==> src/rtl/uart_arb_pkg.sv <==
// Shared definitions for the UART transmit arbiter.
// Holds the FSM state encoding and the default parameter values.
package uart_arb_pkg;

    typedef enum logic [1:0] {
        IDLE    = 2'd0,
        GRANT   = 2'd1,
        SEND    = 2'd2,
        RELEASE = 2'd3
    } state_t;

    localparam int DEF_NUM_REQ     = 4;
    localparam int DEF_PKT_W       = 240;
    localparam int DEF_TIMEOUT_CYC = 2000000;
    localparam int TIMER_W         = 32;

endpackage

==> src/rtl/uart_tx_arbiter_rr_picker.sv <==
// Combinational round-robin priority encoder.
// The first requester at or after ptr, wrapping modulo NUM_REQ, wins.
module rr_picker #(
    parameter int NUM_REQ = 4,
    parameter int IDX_W   = 2
) (
    input  logic [NUM_REQ-1:0] req,
    input  logic [IDX_W-1:0]   ptr,
    output logic               valid,
    output logic [IDX_W-1:0]   index
);

    logic [NUM_REQ-1:0] w_rot;
    logic [IDX_W-1:0]   w_pos [NUM_REQ];

    // Slot gi of the rotated view holds requester (ptr + gi) mod NUM_REQ.
    genvar gi;
    generate
        for (gi = 0; gi < NUM_REQ; gi++) begin : g_rot
            assign w_pos[gi] = (int'(ptr) + gi >= NUM_REQ) ?
                               IDX_W'(int'(ptr) + gi - NUM_REQ) :
                               IDX_W'(int'(ptr) + gi);
            assign w_rot[gi] = req[w_pos[gi]];
        end
    endgenerate

    always_comb begin
        valid = 1'b0;
        index = '0;
        for (int k = NUM_REQ - 1; k >= 0; k--) begin
            if (w_rot[k]) begin
                valid = 1'b1;
                index = w_pos[k];
            end
        end
    end

endmodule

==> src/rtl/uart_tx_arbiter.sv <==
// Round-robin arbiter sharing one serial sender among NUM_REQ packet sources.
// Each grant runs IDLE -> GRANT -> SEND -> RELEASE, with a timeout on the sender.
module uart_tx_arbiter
    import uart_arb_pkg::*;
#(
    parameter int NUM_REQ     = DEF_NUM_REQ,
    parameter int PKT_W       = DEF_PKT_W,
    parameter int TIMEOUT_CYC = DEF_TIMEOUT_CYC
) (
    input  logic                     clk,
    input  logic                     rst_n,
    input  logic [NUM_REQ-1:0]       req,
    input  logic [NUM_REQ*PKT_W-1:0] pkt,
    output logic [NUM_REQ-1:0]       done,
    output logic [NUM_REQ-1:0]       err,
    output logic                     busy,
    output logic [PKT_W-1:0]         snd_data,
    output logic                     snd_start,
    input  logic                     snd_done
);

    localparam int                 IDX_W    = $clog2(NUM_REQ);
    localparam logic [TIMER_W-1:0] TMO_LAST = TIMER_W'(TIMEOUT_CYC - 1);

    state_t               r_state, w_state_next;
    logic [IDX_W-1:0]     r_ptr, w_ptr_next;
    logic [IDX_W-1:0]     r_winner, w_winner_next;
    logic [IDX_W-1:0]     w_pick_idx;
    logic                 w_pick_valid;
    logic [TIMER_W-1:0]   r_timer, w_timer_next;
    logic                 w_timeout;
    logic [NUM_REQ-1:0]   r_done, w_done_next;
    logic [NUM_REQ-1:0]   r_err, w_err_next;
    logic                 r_busy, w_busy_next;
    logic                 r_snd_start, w_snd_start_next;
    logic [PKT_W-1:0]     r_snd_data, w_snd_data_next;

    rr_picker #(
        .NUM_REQ (NUM_REQ),
        .IDX_W   (IDX_W)
    ) u_picker (
        .req   (req),
        .ptr   (r_ptr),
        .valid (w_pick_valid),
        .index (w_pick_idx)
    );

    assign w_timeout = (r_timer == TMO_LAST);

    always_ff @(posedge clk or negedge rst_n) begin
        if (!rst_n) r_state <= IDLE;
        else        r_state <= w_state_next;
    end

    always_comb begin
        w_state_next = r_state;
        case (r_state)
            IDLE:    if (w_pick_valid) w_state_next = GRANT;
            GRANT:   w_state_next = SEND;
            SEND:    if (snd_done || w_timeout) w_state_next = RELEASE;
            RELEASE: w_state_next = IDLE;
            default: w_state_next = IDLE;
        endcase
    end

    // Outputs are computed from the next state so they line up with the state register.
    always_comb begin
        w_ptr_next       = r_ptr;
        w_winner_next    = r_winner;
        w_timer_next     = '0;
        w_snd_data_next  = r_snd_data;
        w_done_next      = '0;
        w_err_next       = '0;
        w_busy_next      = (w_state_next != IDLE);
        w_snd_start_next = (w_state_next == SEND);
        case (r_state)
            IDLE:    if (w_pick_valid) w_winner_next = w_pick_idx;
            GRANT:   w_snd_data_next = pkt[int'(r_winner)*PKT_W +: PKT_W];
            SEND: begin
                if (snd_done)       w_done_next[r_winner] = 1'b1;
                else if (w_timeout) w_err_next[r_winner]  = 1'b1;
                else                w_timer_next = r_timer + 1'b1;
            end
            RELEASE: w_ptr_next = (r_winner == IDX_W'(NUM_REQ - 1)) ? '0 : r_winner + 1'b1;
            default: ;
        endcase
    end

    always_ff @(posedge clk or negedge rst_n) begin
        if (!rst_n) begin
            r_ptr       <= '0;
            r_winner    <= '0;
            r_timer     <= '0;
            r_snd_data  <= '0;
            r_done      <= '0;
            r_err       <= '0;
            r_busy      <= 1'b0;
            r_snd_start <= 1'b0;
        end else begin
            r_ptr       <= w_ptr_next;
            r_winner    <= w_winner_next;
            r_timer     <= w_timer_next;
            r_snd_data  <= w_snd_data_next;
            r_done      <= w_done_next;
            r_err       <= w_err_next;
            r_busy      <= w_busy_next;
            r_snd_start <= w_snd_start_next;
        end
    end

    assign done      = r_done;
    assign err       = r_err;
    assign busy      = r_busy;
    assign snd_data  = r_snd_data;
    assign snd_start = r_snd_start;

endmodule

==> config.mk <==
export PLATFORM = sky130hd
export DESIGN_NAME = uart_tx_arbiter
export DESIGN_NICKNAME = d
export VERILOG_FILES = /design/src/rtl/uart_arb_pkg.sv /design/src/rtl/uart_tx_arbiter_rr_picker.sv /design/src/rtl/uart_tx_arbiter.sv
export SDC_FILE = /design/constraint.sdc
export NUM_CORES = 1
export LEC_CHECK = 0
export ABC_AREA = 1
export CAP_MARGIN = 15
export CORE_AREA = 3 3 469 471
export CTS_CLUSTER_DIAMETER = 120
export DETAILED_ROUTE_END_ITERATION = 6
export DIE_AREA = 0 0 472 474
export GPL_TIMING_DRIVEN = 1
export SLEW_MARGIN = 20
export SYNTH_ARGS = -nofsm -noshare
export SYNTH_HDL_FRONTEND = slang
export SYNTH_SLANG_ARGS = --single-unit
==> constraint.sdc <==
create_clock -name clk -period 2.4 [get_ports clk]
set_clock_uncertainty 0.2 [all_clocks]
set_input_delay 0.48 -clock clk [delete_from_list [all_inputs] [get_ports clk]]
set_output_delay 0.48 -clock clk [all_outputs]
set_load 0.05 [all_outputs]
======== Yosys cells after proc, flatten, opt, wreduce, memory -nomap -nowiden ========
Index checks and enable logic that the tools add are counted.
word-level totals
  logic and storage cells ................. 75
  output and inout port bits .............. 250
  flip-flop bits (word level) ............. 288
  bits of input ports ..................... 967
operators by class
  equal/unequal tests ..................... 6
  $add $sub $neg .......................... 9
  magnitude comparators ................... 10
  multiply operators ...................... 1
  muxes and demuxes ....................... 34
  reduce and logical (&&, ||, !) cells .... 5
  shifts and indexed selects .............. 1
operator list
  operator               number
  $shiftx 960x11->240    1
  $mux 32                3
  $add 32x1->32 const B  1
  $eq 32x21->1 const B   1
  $mux 2                 11
  $mux 4                 5
  $lt 2x3->1 const B     5
  $ge 3x3->1 const B     3
  $mux 1                 9
  $bmux 1 s2             4
  $eq 2x2->1 const B     4
  $pmux 2 s4             1
  $sub 2x1->2 const B    4
  $add 2x2->3 const B    2
  $mul 2x4->6 const B    1
  $add 2x1->3 const B    1
  $ge 2x3->1 const B     1
  $add 2x1->2 const B    1
  $demux 1 s2            1
  $eq 2x1->1 const B     1
  $ge 2x1->1 const B     1
  $logic_not 2->1        1
  $reduce_and 2->1       1
  $reduce_bool 2->1      1
  2 further kinds        2

======== Longest topological paths before layout ========
  word-level depth ........................ 12
  depth in mapped cells ................... 11

======== Hierarchy ========
Synthesis repeated with hierarchy kept, for this count alone.
second synthesis, totals
  cell total of the unflattened synthesis .. 2,778
  area total of the unflattened synthesis .. 18,377.6 µm²
by module, submodules not included
  module           times used  area an instance (µm²)  seq. area each (µm²)  cells an instance
  uart_tx_arbiter  1           18,164.9                7,206.9               2,732
  rr_picker        1           212.7                   0.0                   46

======== Least setup slack after synthesis ========
Ideal clock, no wire load.
  path kind ............................... register to register
  start ................................... register r_state[1]
  end ..................................... register r_snd_data[100], in the netlist snd_data[100]
  data required time ...................... 2.065 ns
  slack ................................... 0.611 ns
  library setup time ...................... 0.135 ns
  cell stages (with the launch flop) ...... 7
  arrival time ............................ 1.454 ns
  period minus slack after synthesis ...... 1.789 ns
  buffers on the path ..................... 3
  cells stage by stage .................... dfrtp_1 -> inv_1 -> ha_1 -> buf_2 -> clkbuf_1 -> clkbuf_1 -> a31oi_1
on the way
  cells in the longest elaborated chain, start to end .. 1
RTL lines
  item                      line                    source
  start: declaration        uart_tx_arbiter.sv:25   state_t r_state, w_state_next;
  start signal: assignment  uart_tx_arbiter.sv:52   else r_state <= w_state_next;
  $eq 2x1->1                uart_tx_arbiter.sv:76   case (r_state)
  end signal: assignment    uart_tx_arbiter.sv:103  r_snd_data <= w_snd_data_next;
  end: declaration          uart_tx_arbiter.sv:36   logic [PKT_W-1:0] r_snd_data, w_snd_data_next;
Every way passes these cells.
A chain may end at the register's enable or synchronous reset.

======== Worst setup path after layout ========
  start ................................... register r_winner[1]
  end ..................................... register r_snd_data[204], in the netlist snd_data[204]
on the way
  cells in the longest elaborated chain, start to end .. 2
RTL lines
  item                      line                    source
  start: declaration        uart_tx_arbiter.sv:27   logic [IDX_W-1:0] r_winner, w_winner_next;
  start signal: assignment  uart_tx_arbiter.sv:101  r_winner <= w_winner_next;
  $mul 2x4->6               uart_tx_arbiter.sv:78   GRANT: w_snd_data_next = pkt[int'(r_winner)*PKT_W +: PKT_W];
  $shiftx 960x11->240       uart_tx_arbiter.sv:78
Every way passes these cells.

==> flow_metrics.env <==
export IMPL_setup_violations=1
export IMPL_netlist_area_leader_share_pct=39.5
export IMPL_cp_required_ns=2.77
export IMPL_regToRegSetupSlack_ns=-0.01
export IMPL_synth_edf_count=0
export IMPL_yosysTopAreaCell="dfrtp_1"
export IMPL_slew_headroom_pct=33.3
export IMPL_synth_most_common_cell="nor2_1"
export IMPL_grt_pass1_vias=25541
export IMPL_h_tree_depth=2
export IMPL_finalCritPeriodShare_pct=101
export IMPL_drc_errors=0
export IMPL_dieArea_mm2=0.224
export IMPL_overflow=0
export IMPL_track_usage_pct=16.7
export IMPL_core_area_mm2=0.217
export IMPL_io_buffers=1216
export IMPL_worst_pin_slew_ns=0.990
export IMPL_routed_via_density=3.75
export IMPL_path_class="reg2reg"
export IMPL_cap_viol_max_count=0
export IMPL_total_power_mw=48.5
export IMPL_via_count=25967
export IMPL_min_path_type="in2async"
export IMPL_syn_nets=3763
export IMPL_r2r_cells=6
export IMPL_die_w_um=472
export IMPL_worstPathCellList="buf_12 > buf_12 > nor2_1 > o21ai_1 > buf_4 > a31oi_1"
export IMPL_cts_made_buffers=48
export IMPL_fin_area_mm2=0.0362
export IMPL_power_leakage_nw=13.9
export IMPL_avgSynthCellArea_um2=6.55
export IMPL_clock_root_buffer="clkbuf_16"
export IMPL_r2r_end="snd_data[204]$_DFFE_PN0N_"
export IMPL_cts_sinks=288
export IMPL_drt_total_wl_um=197000
export IMPL_synth_seq_cells=288
export IMPL_drv_slew=0
export IMPL_drt_iter0_drc=2051
export IMPL_clk_insertion_delay_late_ns=0.67
export IMPL_io_pins=1217
export IMPL_cp_max_fo=56
export IMPL_avgRoutedWirePerCell_um=28.4
export IMPL_synthDistinctLibCells=27
export IMPL_critical_path_arrival_ns=2.78
export IMPL_vdd_drop_max_uv=566
export IMPL_dpl_instance_area_mm2=0.0344
export IMPL_clk_pin_slew_worst_paths_ns=0.06
export IMPL_hold_violations=0
export IMPL_die_h_um=474
export IMPL_min_period_ns=2.41
export IMPL_ctsLongestPathBuffers=3
export IMPL_gp_congestion=0.956
export IMPL_synth_common_cells="1,283 x nor2_1, 484 x o21ai_0, 288 x dfrtp_1, 240 x a31oi_1, 125 x clkbuf_1"
export IMPL_cts_tree="built"
export IMPL_ys_warn_count=0
export IMPL_rows=171
export IMPL_grt_max_degree=115
export IMPL_outcome="finished, violations left"
export IMPL_critPathLaunchType="register"
export IMPL_hold_slack_ns=0.120
export IMPL_slowest_delay_ns=0.54
export IMPL_synth_async_sr_flop_share_pct=100
export IMPL_fin_ws_ns=-0.0131
export IMPL_area_growth_pct=98.2
export IMPL_tns_ns=-0.0131
export IMPL_crit_top_cell="buf_12"
export IMPL_synth_area_mm2=0.0182
export IMPL_antenna_found_initial=144
export IMPL_drive_gt1_share_pct=10.7
export IMPL_rr_startpoint="r_winner[1]$_DFFE_PN0P_"
export IMPL_yosysSeqAreaShare_pct=39.5
export IMPL_yosys_most_used_dff="dfrtp_1"
export IMPL_start_util_pct=8.43
export IMPL_ant_nets=0
export IMPL_final_nets=4973
export IMPL_violations="setup timing"
export IMPL_grt_pass1_wl_um=249000
export IMPL_post_dp_hpwl_um=170000
export IMPL_syn_inst=2786
export IMPL_crit_slowest_cell="dfrtp_4"
export IMPL_drt_pass1_iterations=6
export IMPL_fmax_mhz=414
export IMPL_worst_setup_path_end_kind="register"
export IMPL_power_density_mw_per_mm2=1340
export IMPL_synthTopCellsByArea="dfrtp_1 40%, nor2_1 26%, o21ai_0 13%"
-- how the worst max path moves through the flow --
stage,from,endpoint,slack (ns),depth (start not counted)
after floorplan,r_state[1]$_DFF_PN0_,snd_data[100]$_DFFE_PN0N_,0.61,6
after global placement,r_winner[0]$_DFFE_PN0P_,snd_data[193]$_DFFE_PN0N_,-0.44,5
final,r_winner[1]$_DFFE_PN0P_,snd_data[204]$_DFFE_PN0N_,-0.01,6
after CTS,r_winner[0]$_DFFE_PN0P_,snd_data[188]$_DFFE_PN0N_,-0.005,7
after global routing,r_winner[0]$_DFFE_PN0P_,snd_data[189]$_DFFE_PN0N_,-0.006,6
after detailed placement,r_winner[0]$_DFFE_PN0P_,snd_data[48]$_DFFE_PN0N_,-0.07,4
-- routing by layer --
layer | wire length (um) | GRT usage (%)
met5 | 646 | 0
met4 | 6340 | 4.69
met3 | 25000 | 8.55
met2 | 93100 | 28.5
met1 | 71900 | 18.1
-- cell usage in the layout (no fill, tap or decap), types with 2 or more instances in the layout --
cell and n:
clkinv_2 8, nor2_1 1283, diode_2 38, nand4_1 6, xnor2_1 3, buf_4 282, inv_1 47, dfrtp_4 2
o21ai_1 14, inv_16 2, o21ai_0 469, nor3_1 24, a31oi_1 240, dfrtp_1 286, xor2_1 12, ha_1 9
bufinv_16 7, inv_6 5, dlygate4sd2_1 75, nor2_2 2, nand2_1 115, nor4_1 3, clkdlybuf4s15_2 5, clkdlybuf4s50_1 965
clkdlybuf4s15_1 3, buf_12 42, inv_2 2, clkbuf_16 49, clkinvlp_4 4, nor3b_1 2, o21ai_2 2, nand3_2 2
nand3_1 38, clkbuf_8 7, clkbuf_1 3
-- through the flow --
stage / setup slack [ns] / std cells / utilization [%]
2_1_floorplan: 0.611 / 2786 / -
3_3_place_gp: -0.439 / 6797 / 15.9
3_5_place_dp: -0.0723 / 6797 / 15.9
4_1_cts: -0.00485 / 6884 / 16.6
5_1_grt: -0.00564 / 6902 / 16.7
6_report: -0.0131 / 6924 / 16.7
-- registers in the layout (all words and copies together) (netlist names) --
| signal | count |
|---|---|
| r_timer | 32 |
| r_state | 2 |
| done | 4 |
| snd_start | 1 |
| err | 4 |
| r_ptr | 2 |
| busy | 1 |
| snd_data | 240 |
| r_winner | 2 |
-- worst max-delay path: cells and delay by family, from the launching register on --
kind	cells	cell delay, ns
AOI/OAI and AO/OA	2	0.40
buffers and inverters	3	0.75
DFF	1	0.54
and+or+nand+nor	1	0.22
-- where the power goes --
part           internal (mW)  switching, mW  leakage (nW)  total [mW]
registers               7.03           1.73          3.29        8.76
logic                   9.34           22.6          9.76        31.9
clock network           4.68           3.18         0.834        7.86
total                   21.1           27.5          13.9        48.5
-- final cells by class --
cell class / count / area, um2
Clock inverter: 28 / 403
Fill cell: 24841 / 180000
Antenna cell: 38 / 95.1
Sequential cell: 288 / 7210
Timing Repair Buffer: 1377 / 13400
Tap cell: 2854 / 3570
Inverter: 52 / 215
Multi-Input combinational cell: 2229 / 9900
Clock buffer: 58 / 1310
-- what timing repair did --
item / CTS / global route
gates cloned: 0 / 1
hold buffers: 1 / 0
setup buffers: 0 / 1
resized for setup: 108 / 2
pin swaps: 0 / 0
setup endpoints to repair: 90 / 4
hold endpoints to repair: 118 / 0
-- cells by family after synthesis --
logic type,synth area share [%]
adders and majority gates,0.686
buffers and inverters,6.32
DFF,39.5
xor gates and xnor gates,0.720
and+or+nand+nor,31.2
AOI/OAI and AO/OA,21.6
(Power assumes the default switching activity.)
==> variant 1 (config.mk and constraints unchanged) <==
Make the reset (`rst_n`) synchronous in 2 clocked blocks.
--- a/src/rtl/uart_tx_arbiter.sv
+++ b/src/rtl/uart_tx_arbiter.sv
@@ -47,7 +47,7 @@
 
     assign w_timeout = (r_timer == TMO_LAST);
 
-    always_ff @(posedge clk or negedge rst_n) begin
+    always_ff @(posedge clk) begin
         if (!rst_n) r_state <= IDLE;
         else        r_state <= w_state_next;
     end
@@ -86,7 +86,7 @@
         endcase
     end
 
-    always_ff @(posedge clk or negedge rst_n) begin
+    always_ff @(posedge clk) begin
         if (!rst_n) begin
             r_ptr       <= '0;
             r_winner    <= '0;
Behaviour: differs if rst_n is asserted again (counterexample within 4 cycles, from zero or initial values and one cycle with rst_n low); with rst_n held inactive, the same outputs for 4 cycles.
==> variant 1 against the original RTL <==
Wire length grew 16%; power shrank 28%; final area shrank 2.2%; synthesized cell count grew 8.7%; worst setup slack gained 74 ps; area after synthesis shrank 1.5%; combinational power shrank 34%; critical endpoint is now snd_data[21]; sequential cell count is the same; utilization shrank 0.37 points; largest cell class unchanged; final cell count grew 3.0%.
==> variant 1: results (changes against the original RTL) <==
* Dpl cell area at 33700 µm² (was 34400 µm²)
* First-pass GRT wire length at 283000 µm (was 249000 µm)
* 1st-iter DRT viols at 1922 (was 2051)
* Drt first pass iters at 5 (was 6)
* Worst slack, placed at 92.2 ps (was -72.3 ps)
* Vias in the first global route at 26079 (was 25541)
* Via count at 27342 (was 25967)
* GR Util met3 at 0.116 (was 0.0855)
* Worst Hold Class: reg2reg (was in2async)
* Combinational share of power at 0.601 (was 0.658)
* Synth cell count leaders: nor2_1 (1028), o21ai_1 (479), inv_1 (290) (was nor2_1 (1283), o21ai_0 (484), dfrtp_1 (288))
* TritonCTS buffer count at 46 (was 48)
* Status: finished, final reports clean (was finished with violations)
* Initial antenna violation count at 293 (was 144)
* Fin nets at 5153 (was 4973)
* Post-Syn Area per Cell at 5.94 µm² (was 6.55 µm²)
* Worst Path Arrival at 1660 ps (was 2780 ps)
* DR WL/cell at 32.2 µm (was 28.4 µm)
* DP HPWL at 202000 µm (was 170000 µm)
* Fillers at 24975 (was 24841)
* Asr flop ratio synth at 0 (was 1.00)
* Inst Count DP at 6982 (was 6797)
* Routed wl met3 at 30300 µm (was 25000 µm)
* Met2 WL at 105000 µm (was 93100 µm)
* CP max stage cell: clkdlybuf4s15_1 (was dfrtp_4)
* Wl on met1 at 85800 µm (was 71900 µm)
* Power per cell area at 994 nW/µm² (was 1340 nW/µm²)
* Leakage at 14.7 nW (was 13.9 nW)
* Critical path's largest stage delay at 570 ps (was 540 ps)
* Synth top area cells: dfxtp_1 (32%), nor2_1 (21%), o21ai_1 (13%) (was dfrtp_1 (40%), nor2_1 (26%), o21ai_0 (13%))
* Vias/cell at 3.83 (was 3.75)
* GR Util met2 at 0.321 (was 0.285)
* Seq pwr share at 0.194 (was 0.181)
* Worst-skew pair later-pin latency at 650 ps (was 670 ps)
* Seq/Total Area, Yosys at 0.321 (was 0.395)
* CP max FO at 2 (was 56)
* Share of layout cells above drive strength 1 at 0.0959 (was 0.107)
* VDD IR max at 0.496 mV (was 0.566 mV)
* Tot GR Track Use at 0.195 (was 0.167)
* Top-area cell type share of the netlist area at 0.321 (was 0.395)
* Synth cell types at 31 (was 27)
* Internal power at 0.0167 W (was 0.0211 W)
[variant 1: cell count changes in the layout (fill, tap and decap cells not counted), sizes merged, moves of 8 or more]
cell,change
o22ai,+240
xor2,-8
dfxtp,+288
nor2,-253
a31oi,-239
a21oi,+25
o21ai,+240
dfrtp,-288
nor3,-12
dlygate4sd2,-9
buf,-20
inv,+238
diode,+28
nand3,-20
[variant 1: final cells by class]
class | count | area (µm²) | share of cell area
antenna | 66 | 165 | 0.00467
timing repair buffer | 1340 | 13000 | 0.369
inverter | 294 | 1130 | 0.0321
clock inverter | 27 | 325 | 0.00920
multi-input combinational | 2206 | 10100 | 0.285
clock buffer | 58 | 1260 | 0.0355
sequential | 288 | 5770 | 0.163
tap | 2854 | 3570 | 0.101
[variant 1: cells by family after synthesis]
| family | count (synthesis) | share of synthesized area |
|---|---|---|
| simple gates | 1197 | 0.257 |
| fa+ha+maj | 10 | 0.00696 |
| flops | 288 | 0.321 |
| buf+inv | 535 | 0.119 |
| xor+xnor | 7 | 0.00341 |
| compound gates | 992 | 0.293 |
[variant 1: worst paths after layout]
path | startpoint | end | slack (ps) | cells after the start
min | r_timer[0]$_SDFF_PP0_ | r_timer[0]$_SDFF_PP0_ | 250 | 1
max reg2reg | r_winner[0]$_SDFFE_PN0P_ | snd_data[58]$_SDFFE_PN0N_ | 210 | 8
max | snd_data[21]$_SDFFE_PN0N_ | snd_data[21] | 60 | 1
min reg2reg | r_timer[0]$_SDFF_PP0_ | r_timer[0]$_SDFF_PP0_ | 250 | 1
[variant 1: repair_timing]
| item | in CTS | in global routing |
|---|---|---|
| resized for setup | 68 | 0 |
| setup endpoints to repair | 67 | 0 |
| buffers inserted | 0 | 0 |
==> variant 2 (config.mk and constraints unchanged) <==
Without the edit above. `DEF_PKT_W`: 240 -> 236.
--- a/src/rtl/uart_arb_pkg.sv
+++ b/src/rtl/uart_arb_pkg.sv
@@ -10,7 +10,7 @@
     } state_t;
 
     localparam int DEF_NUM_REQ     = 4;
-    localparam int DEF_PKT_W       = 240;
+    localparam int DEF_PKT_W       = 236;
     localparam int DEF_TIMEOUT_CYC = 2000000;
     localparam int TIMER_W         = 32;
 
Interface: changed (resized pkt and snd_data); port bits go from 1217 to 1197. The function was not compared with the original's and may differ.
==> variant 2 against the original RTL <==
Count of clock-buffer cells in the layout grew 4; final area decreased by 0.97%; area after synthesis shrank 0.77%; synthesized cell count fell by 1.1%; wire length increased by 3.0%; sequential cell count is 4 lower; power increased by 1.1%; worst setup slack better by 87 ps; first-iteration DRC count increased by 9.4%; critical endpoint is now snd_data[206]$_DFFE_PN0N_; largest power group unchanged; highest routed layer unchanged.
==> variant 2: results (changes against the original RTL) <==
* CP max FO at 42 (was 56)
* Routability congestion estimate at 0.969 (was 0.956)
* TritonCTS buffer count at 46 (was 48)
* H-tree depth at 2 (unchanged)
* Tot GR Track Use at 0.173 (was 0.167)
* Share of layout cells above drive strength 1 at 0.119 (was 0.107)
* Met2 WL at 94000 µm (was 93100 µm)
* Routed wl met3 at 21800 µm (was 25000 µm)
* Largest net degree at the start of global routing at 74 (was 115)
* Synth cell count leaders: nor2_1 (1269), o21ai_0 (475), dfrtp_1 (284) (was nor2_1 (1283), o21ai_0 (484), dfrtp_1 (288))
* Synth top area cells: dfrtp_1 (39%), nor2_1 (26%), o21ai_0 (13%) (was dfrtp_1 (40%), nor2_1 (26%), o21ai_0 (13%))
* 1st-iter DRT viols at 2244 (was 2051)
* Drt first pass iters at 6 (unchanged)
* Leakage at 13.7 nW (was 13.9 nW)
* Inst Count DP at 6764 (was 6797)
* Switching power at 0.0287 W (was 0.0275 W)
* Number of flip-flops in the largest register at 236 (was 240)
* Via count at 25959 (was 25967)
* DP HPWL at 176000 µm (was 170000 µm)
* Tightest Pin Transition at 1010 ps (was 990 ps)
* Seq/Total Area, Yosys at 0.393 (was 0.395)
* Seq power at 0.00896 W (was 0.00876 W)
* Post-synth top area cell: dfrtp_1 (unchanged)
* Root buf cell: clkbuf_16 (unchanged)
* Clock buffer depth at 3 (unchanged)
* Asr flop ratio synth at 1.00 (unchanged)
* Wl on met1 at 80500 µm (was 71900 µm)
* Top-count cell post-synth: nor2_1 (unchanged)
* Synth Warn # at 0 (unchanged)
* First-pass GRT wire length at 254000 µm (was 249000 µm)
* Initial antenna violation count at 122 (was 144)
* Status: finished, final reports clean (was finished with violations)
* DR WL/cell at 29.5 µm (was 28.4 µm)
* Synth cell types at 34 (was 27)
* Fin cells at 6876 (was 6924)
* Fin nets at 4922 (was 4973)
* Register clock-pin slew on the reported worst setup and hold paths at 60 ps (about the same)
* I/O Buffers at 1196 (was 1216)
* Uppermost layer routed: met5 (unchanged)
* Fillers at 24711 (was 24841)
* Worst Path Arrival at 2610 ps (was 2780 ps)
* Post-Syn Area per Cell at 6.57 µm² (was 6.55 µm²)
* Syn Nets at 3716 (was 3763)
* Combinational cell power at 0.0330 W (was 0.0319 W)
* Worst Hold Class: in2async (unchanged)
* Worst-skew pair later-pin latency at 640 ps (was 670 ps)
* VDD IR max at 0.721 mV (was 0.566 mV)
-- variant 2: changes by cell type after synthesis, moves of 5 or more --
| cell | before | now |
|---|---|---|
| clkbuf_1 | 125 | 113 |
| buf_1 | 3 | 12 |
| buf_6 | 0 | 5 |
| o21ai_0 | 484 | 475 |
| nor2_2 | 2 | 8 |
| buf_2 | 76 | 63 |
| nor2_1 | 1283 | 1269 |
| nor3_2 | 0 | 7 |
| nor3_1 | 24 | 11 |
-- variant 2: what timing repair did --
item	in CTS	in global routing
setup buffers	0	1
gates resized for setup	188	4
endpoints found under the hold margin	106	0
setup endpoints to repair	125	22
cloned	1	0
hold buffers	1	0
-- variant 2: worst max-delay path: stages (launching register included) --
cell and delay, ps:
dfrtp_4 580, buf_12 210, buf_4 250, nor2_1 110, nor2_1 40, o21ai_1 320, buf_4 270, a31oi_1 90
-- variant 2: final timing paths --
path,slack [ps],startpoint,endpoint,depth (start not counted)
setup / recovery,70,r_winner[0]$_DFFE_PN0P_,snd_data[206]$_DFFE_PN0N_,7
max in group asynchronous,940,rst_n,snd_data[221]$_DFFE_PN0N_,4
hold / removal,160,rst_n,snd_data[160]$_DFFE_PN0N_,2
hold reg to reg,300,r_timer[0]$_DFF_PN0_,r_timer[0]$_DFF_PN0_,1
min in group clk,260,pkt[418],snd_data[182]$_DFFE_PN0N_,3
setup reg to reg,70,r_winner[0]$_DFFE_PN0P_,snd_data[206]$_DFFE_PN0N_,7
-- variant 2: metrics by stage --
step	area [µm²]	setup WS, ps	util	power, W
6_report	35800	74.1	0.165	0.0491
3_5_place_dp	34100	-361	0.158	0.0428
4_1_cts	35700	-23.6	0.165	0.0501
5_1_grt	35800	7.38	0.165	0.0518
3_3_place_gp	34100	-713	0.157	0.0428
2_1_floorplan	18100	664	-	0.0247
-- variant 2: area by class of cell --
class / count / share of cell area
Timing Repair Buffer: 1370 / 0.372
Multi-Input combinational cell: 2203 / 0.278
Clock inverter: 17 / 0.00573
Timing Repair inverter: 1 / 0.000245
Inverter: 55 / 0.00643
Sequential cell: 284 / 0.199
Tap cell: 2854 / 0.0997
Clock buffer: 62 / 0.0369
Antenna cell: 30 / 0.00210
-- variant 2: cells by family (layout without fill, tap and decap cells) --
group           Yosys count  after routing  synth area share
xor+xnor                 12             12           0.00581
buf+inv                 268           1505            0.0658
compound gates          718            718             0.215
other cells               0             30                 0
flops                   284            284             0.393
simple gates           1463           1463             0.314
fa+ha+maj                10             10           0.00691
-- variant 2: per-layer routing --
metal	up-vias	GRT usage
met1	12437	0.203
met2	1534	0.287
li1	11593	-
met5	-	0
met3	317	0.0723
met4	78	0.0473
